<file path="config.mk">
export PLATFORM = sky130hd
export DESIGN_NAME = pipeline_hazard_ctrl
export DESIGN_NICKNAME = d
export VERILOG_FILES = /design/src/rtl/pipeline_ctrl_pkg.sv /design/src/rtl/pipeline_hazard_ctrl_load_use_detect.sv /design/src/rtl/pipeline_hazard_ctrl.sv
export SDC_FILE = /design/constraint.sdc
export NUM_CORES = 1
export LEC_CHECK = 0
export BUFFER_PORTS_ARGS = -buffer_cell sky130_fd_sc_hd__buf_2
export CORE_MARGIN = 3
export CORE_UTILIZATION = 30
export CTS_CLUSTER_SIZE = 40
export DETAILED_ROUTE_END_ITERATION = 6
export MAX_ROUTING_LAYER = met4
export PLACE_DENSITY = 0.58
export SYNTH_ARGS = -nofsm -noshare
export SYNTH_HDL_FRONTEND = slang
export SYNTH_SLANG_ARGS = --single-unit
</file>
<file path="constraint.sdc">
create_clock -name clk -period 6.5 [get_ports clk]
set_clock_uncertainty 0.1 [all_clocks]
set_input_delay 1.95 -clock clk [delete_from_list [all_inputs] [get_ports clk]]
set_output_delay 1.95 -clock clk [all_outputs]
set_load 0.01 [all_outputs]
</file>
<file path="src/rtl/pipeline_ctrl_pkg.sv">
// Shared types and constants for the RV32I pipeline stall/flush controller.
package pipeline_ctrl_pkg;

    // Default pipeline widths shared by the hazard controller and forwarding logic
    localparam int REG_ADDR_W      = 5;
    localparam int CNT_W           = 16;
    localparam int MEM_TIMEOUT_DEF = 255;

    // Hard-wired zero register; a load targeting it never creates a hazard
    localparam int unsigned REG_X0 = 0;

    typedef enum logic [1:0] {
        RUN      = 2'd0,
        MEM_WAIT = 2'd1,
        HALT     = 2'd2
    } ctrl_state_t;

    // Which priority branch of the output mux is active this cycle
    typedef enum logic [1:0] {
        SEL_NORMAL   = 2'd0,
        SEL_FREEZE   = 2'd1,
        SEL_BRANCH   = 2'd2,
        SEL_LOAD_USE = 2'd3
    } ctrl_sel_t;

endpackage

</file>
<file path="src/rtl/pipeline_hazard_ctrl_load_use_detect.sv">
// Load-use hazard detector: a load in EX whose destination is read by the
// instruction in ID. Purely combinational so the forwarding unit can reuse it.
module load_use_detect
    import pipeline_ctrl_pkg::*;
#(
    parameter int REG_ADDR_WIDTH = REG_ADDR_W
) (
    input  logic [REG_ADDR_WIDTH-1:0] id_rs1,
    input  logic [REG_ADDR_WIDTH-1:0] id_rs2,
    input  logic                      id_uses_rs1,
    input  logic                      id_uses_rs2,
    input  logic [REG_ADDR_WIDTH-1:0] ex_rd,
    input  logic                      ex_mem_read,
    output logic                      load_use
);

    logic rd_live;
    logic rs1_hit;
    logic rs2_hit;

    // Compare both ID operands against the pending load destination, ignoring x0
    always_comb begin
        rd_live  = ex_mem_read && (ex_rd != REG_ADDR_WIDTH'(REG_X0));
        rs1_hit  = id_uses_rs1 && (id_rs1 == ex_rd);
        rs2_hit  = id_uses_rs2 && (id_rs2 == ex_rd);
        load_use = rd_live && (rs1_hit || rs2_hit);
    end

endmodule

</file>
<file path="src/rtl/pipeline_hazard_ctrl.sv">
// Central stall/flush controller for the 5-stage pipeline: priority mux over
// memory wait, taken branch and load-use, plus memory-timeout FSM and
// saturating performance counters.
module pipeline_hazard_ctrl
    import pipeline_ctrl_pkg::*;
#(
    parameter int REG_ADDR_WIDTH = REG_ADDR_W,
    parameter int MEM_TIMEOUT    = MEM_TIMEOUT_DEF,
    parameter int CNT_WIDTH      = CNT_W
) (
    input  logic                      clk,
    input  logic                      reset,
    input  logic [REG_ADDR_WIDTH-1:0] id_rs1,
    input  logic [REG_ADDR_WIDTH-1:0] id_rs2,
    input  logic                      id_uses_rs1,
    input  logic                      id_uses_rs2,
    input  logic [REG_ADDR_WIDTH-1:0] ex_rd,
    input  logic                      ex_mem_read,
    input  logic                      ex_branch_taken,
    input  logic                      mem_req,
    input  logic                      mem_ready,
    output logic                      pc_write_en,
    output logic                      ifid_write_en,
    output logic                      idex_write_en,
    output logic                      exmem_write_en,
    output logic                      ifid_flush,
    output logic                      idex_flush,
    output logic                      memwb_flush,
    output logic                      halted,
    output logic [CNT_WIDTH-1:0]      stall_cycles,
    output logic [CNT_WIDTH-1:0]      flush_events
);

    localparam int                WAIT_W    = $clog2(MEM_TIMEOUT + 1);
    localparam logic [WAIT_W-1:0] TIMEOUT_V = WAIT_W'(MEM_TIMEOUT);

    ctrl_state_t       state, state_nxt;
    ctrl_sel_t         sel;
    logic [WAIT_W-1:0] wait_cnt, wait_cnt_nxt;
    logic              load_use;
    logic              mem_stall;
    logic              stall_inc;
    logic              flush_inc;

    function automatic logic [CNT_WIDTH-1:0] sat_inc(input logic [CNT_WIDTH-1:0] v);
        return (&v) ? v : v + 1'b1;
    endfunction

    load_use_detect #(
        .REG_ADDR_WIDTH(REG_ADDR_WIDTH)
    ) u_load_use (
        .id_rs1      (id_rs1),
        .id_rs2      (id_rs2),
        .id_uses_rs1 (id_uses_rs1),
        .id_uses_rs2 (id_uses_rs2),
        .ex_rd       (ex_rd),
        .ex_mem_read (ex_mem_read),
        .load_use    (load_use)
    );

    assign mem_stall = mem_req && !mem_ready;

    // FSM state, wait counter and performance counters; all cleared on reset
    always_ff @(posedge clk) begin
        if (!reset) begin
            state        <= RUN;
            wait_cnt     <= '0;
            stall_cycles <= '0;
            flush_events <= '0;
        end else begin
            state    <= state_nxt;
            wait_cnt <= wait_cnt_nxt;
            if (stall_inc) stall_cycles <= sat_inc(stall_cycles);
            if (flush_inc) flush_events <= sat_inc(flush_events);
        end
    end

    // Next state plus Mealy priority mux; a branch held during MEM_WAIT is
    // kept alive by the ID/EX and EX/MEM freeze and wins on the release cycle
    always_comb begin
        state_nxt      = state;
        wait_cnt_nxt   = wait_cnt;
        sel            = SEL_NORMAL;
        pc_write_en    = 1'b0;
        ifid_write_en  = 1'b0;
        idex_write_en  = 1'b0;
        exmem_write_en = 1'b0;
        ifid_flush     = 1'b0;
        idex_flush     = 1'b0;
        memwb_flush    = 1'b0;
        halted         = 1'b0;
        stall_inc      = 1'b0;
        flush_inc      = 1'b0;

        if (!reset) begin
            state_nxt    = RUN;
            wait_cnt_nxt = '0;
        end else if (state == HALT) begin
            memwb_flush = 1'b1;
            halted      = 1'b1;
        end else begin
            if (mem_stall)            sel = SEL_FREEZE;
            else if (ex_branch_taken) sel = SEL_BRANCH;
            else if (load_use)        sel = SEL_LOAD_USE;
            else                      sel = SEL_NORMAL;

            case (sel)
                SEL_FREEZE: begin
                    memwb_flush = 1'b1;
                end
                SEL_BRANCH: begin
                    pc_write_en    = 1'b1;
                    ifid_write_en  = 1'b1;
                    idex_write_en  = 1'b1;
                    exmem_write_en = 1'b1;
                    ifid_flush     = 1'b1;
                    idex_flush     = 1'b1;
                end
                SEL_LOAD_USE: begin
                    idex_write_en  = 1'b1;
                    idex_flush     = 1'b1;
                    exmem_write_en = 1'b1;
                end
                default: begin
                    pc_write_en    = 1'b1;
                    ifid_write_en  = 1'b1;
                    idex_write_en  = 1'b1;
                    exmem_write_en = 1'b1;
                end
            endcase

            stall_inc = !pc_write_en;
            flush_inc = (sel == SEL_BRANCH);

            if (state == RUN) begin
                if (mem_stall) begin
                    state_nxt    = MEM_WAIT;
                    wait_cnt_nxt = WAIT_W'(1);
                end
            end else begin
                if (!mem_stall) begin
                    state_nxt    = RUN;
                    wait_cnt_nxt = '0;
                end else if (wait_cnt == TIMEOUT_V) begin
                    state_nxt = HALT;
                end else begin
                    wait_cnt_nxt = wait_cnt + 1'b1;
                end
            end
        end
    end

endmodule

</file>
==> key figures, run 1 <==
Outcome
  • Run status: completed

Global routing
  • Met2 global-route usage: 21.3%
  • Vias in the first global route: between 1500 and 2000
  • Met1 Resource Use GR: 15.8%
  • Largest net degree at the start of global routing: 30
  • Initial antenna violation count: 0
  • Busiest grt layer: met2
  • First-pass GRT wire length: 8760 um
  • Overflow after GRT: 0
  • Gr usage total: 12.7%
  • Met3 Use GR: between 2 and 2.5%

Synth
  • Syn Nets: 286
  • Unique masters post-synth: 49
  • Synth warn: 0
  • Ys flop type: dfxtp_1
  • Seq cells post-synth: 42
  • Sequential area share after synthesis: a little under two fifths
  • Synth Instances: 260
  • Async SR Flop Fraction: 0%
  • Syn Area/Cell: ~8.6 um^2
  • Post-synth EDFFs: 0
  • Synth Cell Area: around 0.0022 mm^2

Timing
  • Slew Limit Fails: 0
  • Setup_tns: 0 ns
  • Setup violations, final: 0
  • Worst Setup Slack, final: 1.16 ns
  • Slew of the pin with the lowest slew margin: 1.02 ns
  • Slew margin rel.: 31.8%
  • Fmax achieved: 0.187 GHz
  • Unrepaired setup endpoints after global routing: false
  • Final Cycle Share: 82.1%
  • Fin. Hold Viols: 0
  • Final Critical Period: 5.34 ns

Floorplan
  • Initial Utilization: 31.8%
  • Core box area: 0.00702 mm^2
  • I/O pin count: 63
  • Die area: about 0.0085 mm^2
  • Number of cell rows: 30
  • Die Width: 92.3 um
  • Die height: 92.3 um

Critical path
  • Crit path DAT: 3.29 ns
  • Crit-path cells: buf_2 -> inv_2 -> nor3_2 -> nand2_1 -> inv_2 -> buf_2
  • CP Capture Type: primary output
  • Crit start category: input pin
  • Max FO, Critical Path: 29
  • Cell depth of the worst flop-to-flop path: 7
  • Worst EP required: between 4 and 5 ns
  • Slowest stage delay, CP: 0.37 ns
  • Type of the worst setup path: input pin to primary output
  • Worst R2R End: stall_cycles[7]
  • Slowest CP cell: nor3_2
  • RR Startpoint: stall_cycles[0]
  • R2R Setup Slk: 3.88 ns

Drt
  • DRT Pass-1 Iters: 4
  • Iteration-0 DRC Markers: 92
  • Post-DRT Antenna Nets: 0
  • Final Routed Wirelength: 5280 um
  • DR WL/cell: 12.7 um
  • Detailed-route via count: 2058
  • DR DRC count: 0
  • Via/cell ratio: 4.94

Clock tree
  • Clock transition at path regs: 0.07 ns
  • Resize count post-CTS: 0
  • Num CTS Buffers: 5
  • Post-CTS Setup Inserts: 0
  • Root buf cell: clkbuf_8
  • CTS tree: built
  • CTS sink cnt: between 40 and 50
  • Cts hold-fix bufs: 0
  • Skew-Pair Late Insertion Delay: 0.29 ns
  • CTS Buffer Depth: 2
  • H-Tree Level Count: 2

Finish
  • Fin util: 38.5%
  • Final #Nets: roughly 350
  • FF/Latch Area: 841 um^2
  • Multi-input combinational cell area: roughly 0.0013 mm^2
  • N_diodes: 0
  • Layout area overhead: 21.1%
  • # fillers: 730
  • Most frequent cells in the layout: 62 x buf_2, 42 x dfxtp_1, 26 x nor2_1
  • Share of layout cells above drive strength 1: 25.9%
  • Leading cell type in the layout, fill and taps excluded: buf_2

Place
  • RD Place Congestion: 0.766
  • Post-DP HPWL: approximately 4000 um
  • Post-Place Worst Slack: 1.12 ns
  • I/O Buffers: 62

Power
  • Leakage: ~1.1 nW
  • Power share of the combinational group: 8.6%
  • Pwr per Cell Area: 185 mW/mm^2
  • Cell-internal power: 0.000385 W
  • Psw: 0.000115 W
  • Peak VDD IR: 85.0 uV
  • Fraction of power spent switching nets: between 20% and 30%
  • Tot Pwr: approximately 0.00050 W
  • Clock share of power: 38.9%
  • Seq pwr share: 52.5%

Worst hold path
  • Hold path depth: 2
  • Worst Hold Launch: wait_cnt[1]
  • Hold WC Path Type: flip-flop to flip-flop
  • Hold endpoint: wait_cnt[1]

Job
  • Max-Cap Viols: 0
[through the flow]
step                      instances  cell area [um^2]  hold WS (ns)
final                           417              2700         0.380
after global routing            417              2700         0.405
after CTS                       417              2700         0.386
after detailed placement        409              2590         0.375
after global placement          409              2590         0.361
after floorplan                 260              2230         0.349
[Yosys cell counts (2+ instances only)]
cell type	instances	area share, %
o21ai_0	5	1.1
o31ai_1	10	3.4
nor2_1	26	4.4
nor3b_1	2	0.67
nor3_1	9	2.0
o21a_1	3	1.0
o211ai_1	6	2.0
inv_1	3	0.50
a21oi_1	16	3.6
o21ai_1	4	0.90
and4_1	5	2.0
or4_1	3	1.0
mux2i_1	5	2.2
xnor2_1	21	8.2
nand4_1	11	3.1
nor3_2	2	0.90
dfxtp_1	42	38
nor2b_1	2	0.56
nand2_1	24	4.0
xor2_1	4	1.6
nand3_1	11	2.5
buf_4	2	0.67
ha_1	3	1.7
and3_1	5	1.4
clkbuf_1	3	0.50
buf_6	2	1.0
inv_2	2	0.34
or3_1	6	1.7
nand2b_1	3	0.84
[per-layer routing]
layer | part of all wire [%] | routed length [um]
met1 | 49 | 2570
met3 | 3.1 | 164
met4 | 0.83 | 44
met5 | 0 | 0
met2 | 47 | 2500
[logic make-up (layout without fill, tap and decap cells)]
logic type | count (synthesis) | count (layout) | synth area share [%]
flops | 42 | 42 | 37.7
fa+ha+maj | 3 | 3 | 1.68
xor+xnor | 25 | 25 | 9.81
simple gates | 118 | 118 | 29.0
buf+inv | 14 | 75 | 3.92
compound gates | 53 | 53 | 15.6
mux | 5 | 5 | 2.24
[power by group through the flow]
stage / logic, W / clock network [W] / registers [W]
final: 0.0000431 / 0.000194 / 0.000262
after global routing: 0.0000478 / 0.000214 / 0.000263
after CTS: 0.0000439 / 0.000202 / 0.000263
after detailed placement: 0.0000439 / 0 / 0.000269
after global placement: 0.0000431 / 0 / 0.000269
after floorplan: 0.0000290 / 0 / 0.000268
[state kept, by name (all words and copies together), names as in the netlist]
name and flops:
flush_events 16, state 2, wait_cnt 8, stall_cycles 16
[final cells by class]
class,instances,share of cell area [%]
Clock buffer,8,4.07
Multi-Input combinational cell,204,48.2
Tap cell,96,4.44
Inverter,5,0.694
Timing Repair Buffer,62,11.5
Sequential cell,42,31.1
[worst max-delay path: cells and delay by family]
kind          cells  cell delay [ns]
simple gates      2             0.55
buf+inv           4             0.79
[worst max-delay path by stage]
stage,slack [ns],to,start
after floorplan,1.42,pc_write_en,ex_rd[0]
after global placement,1.15,ifid_flush,reset
after detailed placement,1.12,ifid_flush,reset
after CTS,1.11,ifid_flush,reset
after global routing,0.97,ifid_flush,reset
final,1.16,ifid_flush,reset
No activity file was read; power rests on OpenSTA's default activity.
==> run 2, diff against run 1 <==
==> constraint.sdc (replaced) <==
create_clock -name clk -period 5.3 [get_ports clk]
set_clock_uncertainty 0.1 [all_clocks]
set_input_delay 1.59 -clock clk [delete_from_list [all_inputs] [get_ports clk]]
set_output_delay 1.59 -clock clk [all_outputs]
set_load 0.01 [all_outputs]
==> run 2 against run 1 <==
Critical path depth unchanged. Routed wire length grew 2.1%. Combinational power increased by 25%. Register-to-register slack got worse by 1.2 ns. Critical path type unchanged. Global-route usage increased by 0.46 points. Sequential share of layout area decreased by 0.086 points. Highest routed layer unchanged.
==> key figures, run 2 (same netlist as run 1, synthesis figures left out) <==
Timing
  • Worst Setup Slack, final: 0.816 ns (-0.349 ns)
  • Unrepaired setup endpoints after global routing: false
  • Slew Limit Fails: 0 (unchanged)
  • Slew margin rel.: 27.5% (-4.3 points)
  • Fin. Hold Viols: 0 (unchanged)
  • Setup_tns: 0 ns (unchanged)
  • Slew of the pin with the lowest slew margin: 1.09 ns (+0.0638 ns)
  • Fmax achieved: 0.223 GHz
  • Final Cycle Share: ~85%
  • Setup violations, final: 0 (unchanged)
  • Final Critical Period: roughly 4.5 ns

Clock tree
  • CTS sink cnt: 42 (unchanged)
  • Resize count post-CTS: 0 (unchanged)
  • H-Tree Level Count: 2 (unchanged)
  • Skew-Pair Late Insertion Delay: 0.30 ns (about the same)
  • CTS Buffer Depth: 2 (unchanged)
  • CTS tree: built
  • Num CTS Buffers: 5 (unchanged)
  • Post-CTS Setup Inserts: 0 (unchanged)
  • Clock transition at path regs: 0.08 ns (about the same)
  • Root buf cell: clkbuf_8
  • Cts hold-fix bufs: 0 (unchanged)

Floorplan
  • Die area: 0.00851 mm^2 (unchanged)
  • Initial Utilization: 31.8% (unchanged)
  • I/O pin count: 63 (unchanged)
  • Number of cell rows: 30 (unchanged)
  • Die height: 92.3 um (unchanged)
  • Core box area: 0.00702 mm^2 (unchanged)
  • Die Width: 92.3 um (unchanged)

Global routing
  • Gr usage total: 13.1% (+0.46 points)
  • First-pass GRT wire length: 8940 um (+2.1%)
  • Initial antenna violation count: 0 (unchanged)
  • Overflow after GRT: 0 (unchanged)
  • Vias in the first global route: 1883 (-2.9%)
  • Largest net degree at the start of global routing: 29 (-3.3%)

Place
  • Post-DP HPWL: 3990 um (-0.10%)
  • Post-Place Worst Slack: 0.813 ns (-0.310 ns)
  • I/O Buffers: 62 (unchanged)
  • RD Place Congestion: 0.742 (-3.1%)

Worst hold path
  • Hold path depth: 2 (unchanged)
  • Hold WC Path Type: flip-flop to flip-flop

Drt
  • Final Routed Wirelength: 5390 um (+2.1%)
  • Via/cell ratio: 4.96 (+0.54%)
  • DR WL/cell: 12.9 um (+1.9%)
  • Post-DRT Antenna Nets: 0 (unchanged)
  • Iteration-0 DRC Markers: 72 (-22%)
  • Detailed-route via count: 2074 (+0.78%)
  • DR DRC count: 0 (unchanged)
  • DRT Pass-1 Iters: 4 (unchanged)

Finish
  • N_diodes: 0 (unchanged)
  • Leading cell type in the layout, fill and taps excluded: buf_2
  • # fillers: 737 (+0.96%)
  • Layout area overhead: 21.5%
  • Share of layout cells above drive strength 1: 26.1% (+0.23 points)
  • Most frequent cells in the layout: 62 x buf_2, 42 x dfxtp_1, 26 x nor2_1
  • Final #Nets: 347 (+0.29%)
  • Regs by FF count: flush_events: 16 flops, stall_cycles: 16 flops, wait_cnt: 8 flops
  • Fin util: 38.6% (+0.11 points)

Critical path
  • CP Capture Type: primary output
  • Cell depth of the worst flop-to-flop path: 7 (unchanged)
  • Crit path DAT: 2.79 ns (-0.50 ns)
  • Crit start category: input pin
  • Max FO, Critical Path: 3 (-90%)
  • Type of the worst setup path: input pin to primary output
  • Worst EP required: 3.61 ns (-0.84 ns)

Power
  • Pwr per Cell Area: 229 mW/mm^2 (+24%)
  • Peak VDD IR: 95.9 uV (+13%)
  • Leakage: 1.06 nW (+0.45%)

Outcome
  • Run status: completed

Job
  • Max-Cap Viols: 0 (unchanged)
run 2: path summary, 6_finish.rpt:
path / start / endpoint / slack, ns
setup / recovery: ex_rd[0] / idex_flush / 0.82
hold / removal: wait_cnt[1] / wait_cnt[1] / 0.38
setup reg to reg: stall_cycles[0] / stall_cycles[7] / 2.66
hold reg to reg: wait_cnt[1] / wait_cnt[1] / 0.38
run 2: power by group:
| part | total, W | switching (W) | internal [W] |
|---|---|---|---|
| sequential | 0.000322 | 0.00000407 | 0.000318 |
| combinational | 0.0000539 | 0.0000307 | 0.0000232 |
| clock | 0.000244 | 0.000112 | 0.000132 |
| total | 0.000620 | 0.000147 | 0.000473 |
run 2: area by class of cell:
class	count	area (um^2)	share of cell area (%)
Tap cell	96	120	4.43
Sequential cell	42	841	31.0
Multi-Input combinational cell	204	1300	48.1
Timing Repair Buffer	63	318	11.7
Inverter	5	18.8	0.692
Clock buffer	8	110	4.06
run 2: metrics by stage:
step	total power, W	hold slack, ns	instances	area, um^2
floorplan	0.000364	0.349	260	2230
global placement	0.000383	0.363	410	2600
detailed placement	0.000384	0.367	410	2600
CTS	0.000628	0.382	418	2710
global route	0.000647	0.393	418	2710
finish	0.000620	0.375	418	2710
run 2: layer usage:
layer,part of all wire (%),track usage (%)
met5,0,-
met4,1.4,4.83
met3,3.8,2.54
met2,47,20.8
met1,47,16.7
run 2: critical path, stage by stage:
cell	delay, ns
buf_2	0.12
or4_4	0.54
o21a_1	0.21
a21oi_1	0.14
nor2b_1	0.05
buf_2	0.13
==> run 3, diff against run 2 <==
==> constraint.sdc (replaced) <==
create_clock -name clk -period 4.3 [get_ports clk]
set_clock_uncertainty 0.1 [all_clocks]
set_input_delay 1.29 -clock clk [delete_from_list [all_inputs] [get_ports clk]]
set_output_delay 1.29 -clock clk [all_outputs]
set_load 0.01 [all_outputs]
==> run 3 against run 2 <==
Via count shrank 2.4%. Non-clock buffer count grew 1. Total power grew 17%.
==> key figures, run 3 (same netlist as run 1, synthesis figures left out) <==
Timing
  • Final Critical Period: 3.88 ns
  • Fmax achieved: 0.258 GHz
  • WHS: 0.375 ns (-0.000560 ns)
  • Unrepaired setup endpoints after global routing: false
  • Setup violations, final: 0 (unchanged)
  • Slew of the pin with the lowest slew margin: 1.01 ns (-0.0785 ns)
  • Slew margin rel.: 32.8% (+5.2 points)
  • Slew Limit Fails: 0 (unchanged)
  • Fin. Hold Viols: 0 (unchanged)
  • Final Cycle Share: 90.2%
  • Worst Setup Slack, final: 0.420 ns (-0.396 ns)
  • Setup_tns: 0 ns (unchanged)

Critical path
  • CP Capture Type: primary output
  • Crit start category: input pin
  • Crit path DAT: 2.49 ns (-0.30 ns)
  • CP endpoint: idex_flush
  • Setup crit start: ex_rd[0]
  • Worst EP required: 2.91 ns (-0.70 ns)
  • Max FO, Critical Path: 3 (unchanged)
  • Worst R2R End: stall_cycles[7]
  • Type of the worst setup path: input pin to primary output
  • Cell depth of the worst flop-to-flop path: 7 (unchanged)
  • R2R Setup Slk: 1.71 ns (-0.95 ns)
  • RR Startpoint: stall_cycles[0]

Clock tree
  • CTS Buffer Depth: 2 (unchanged)
  • CTS sink cnt: 42 (unchanged)
  • Num CTS Buffers: 5 (unchanged)
  • Root buf cell: clkbuf_8
  • Post-CTS Setup Inserts: 0 (unchanged)
  • H-Tree Level Count: 2 (unchanged)
  • Clock transition at path regs: 0.07 ns (about the same)
  • Skew-Pair Late Insertion Delay: 0.29 ns (about the same)
  • CTS tree: built
  • Resize count post-CTS: 0 (unchanged)
  • Cts hold-fix bufs: 0 (unchanged)

Place
  • I/O Buffers: 62 (unchanged)
  • Dpl cells: 411 (+0.24%)
  • Post-DP HPWL: 3800 um (-4.7%)
  • Post-Place Worst Slack: 0.415 ns (-0.398 ns)
  • RD Place Congestion: 0.770 (+3.8%)

Global routing
  • Largest net degree at the start of global routing: 29 (unchanged)
  • Initial antenna violation count: 0 (unchanged)
  • Overflow after GRT: 0 (unchanged)
  • First-pass GRT wire length: 8920 um (-0.23%)
  • Vias in the first global route: 1935 (+2.8%)
  • Gr usage total: 13.0% (-0.11 points)

Floorplan
  • Die Width: 92.3 um (unchanged)
  • I/O pin count: 63 (unchanged)
  • Die height: 92.3 um (unchanged)
  • Die area: 0.00851 mm^2 (unchanged)
  • Core box area: 0.00702 mm^2 (unchanged)
  • Number of cell rows: 30 (unchanged)
  • Initial Utilization: 31.8% (unchanged)

Drt
  • Post-DRT Antenna Nets: 0 (unchanged)
  • DR DRC count: 0 (unchanged)
  • DR WL/cell: 12.1 um (-5.8%)
  • Via/cell ratio: 4.83 (-2.6%)
  • Iteration-0 DRC Markers: 53 (-26%)
  • Final Routed Wirelength: 5090 um (-5.6%)
  • Detailed-route via count: 2025 (-2.4%)
  • DRT Pass-1 Iters: 4 (unchanged)

Finish
  • Layout area overhead: 21.0%
  • N_diodes: 0 (unchanged)
  • Most frequent cells in the layout: 62 x buf_2, 42 x dfxtp_1, 26 x nor2_1
  • # fillers: 743 (+0.81%)
  • Fin cells: 419 (+0.24%)
  • Share of layout cells above drive strength 1: 26.0% (-0.081 points)
  • Regs by FF count: flush_events: 16 flops, stall_cycles: 16 flops, wait_cnt: 8 flops
  • Final #Nets: 348 (+0.29%)
  • Fin util: 38.5% (-0.16 points)
  • Leading cell type in the layout, fill and taps excluded: buf_2

Power
  • Pwr per Cell Area: 268 mW/mm^2 (+17%)
  • Leakage: 1.06 nW (-0.42%)
  • Peak VDD IR: 99.8 uV (+4.1%)

Job
  • Max-Cap Viols: 0 (unchanged)

Outcome
  • Run status: completed

Worst hold path
  • Worst Hold Launch: wait_cnt[1]
  • Hold WC Path Type: flip-flop to flip-flop
[run 3: worst min path at each step]
stage,cells past startpoint,to,slack (ns)
floorplan,2,wait_cnt[1],0.35
global placement,1,flush_events[4],0.36
detailed placement,1,flush_events[4],0.36
CTS,1,flush_events[4],0.38
global route,1,flush_events[4],0.40
finish,2,wait_cnt[1],0.37
[run 3: through the flow]
step	instance area [um^2]	power, W
after floorplan	2230	0.000449
after global placement	2610	0.000473
after detailed placement	2610	0.000474
after CTS	2700	0.000737
after global routing	2700	0.000764
final	2700	0.000722
[run 3: cell type report]
cell class	instances	area (um^2)	share of cell area, %
Timing Repair Buffer	64	325	12.0
Clock buffer	7	86.3	3.20
Clock inverter	1	5.00	0.185
Sequential cell	42	841	31.1
Inverter	5	18.8	0.695
Multi-Input combinational cell	204	1300	48.3
Tap cell	96	120	4.45
[run 3: critical path, cell delays in order]
cell	delay, ns
buf_2	0.12
or4_4	0.54
o21a_1	0.21
a21oi_1	0.14
nor2b_1	0.05
buf_2	0.13
[run 3: power by group]
part	leakage [nW]	internal (W)	switching, W
logic	0.672	0.0000292	0.0000379
clock network	0.0482	0.000130	0.000129
registers	0.339	0.000392	0.00000484
[run 3: metal layers]
| layer | global-route usage [%] | wire, um | up-vias |
|---|---|---|---|
| li1 | - | - | 1068 |
| met1 | 16.0 | 2390 | 917 |
| met2 | 21.7 | 2480 | 38 |
| met3 | 2.21 | 167 | 2 |
| met4 | 4.46 | 55 | 0 |
| met5 | - | 0 | - |
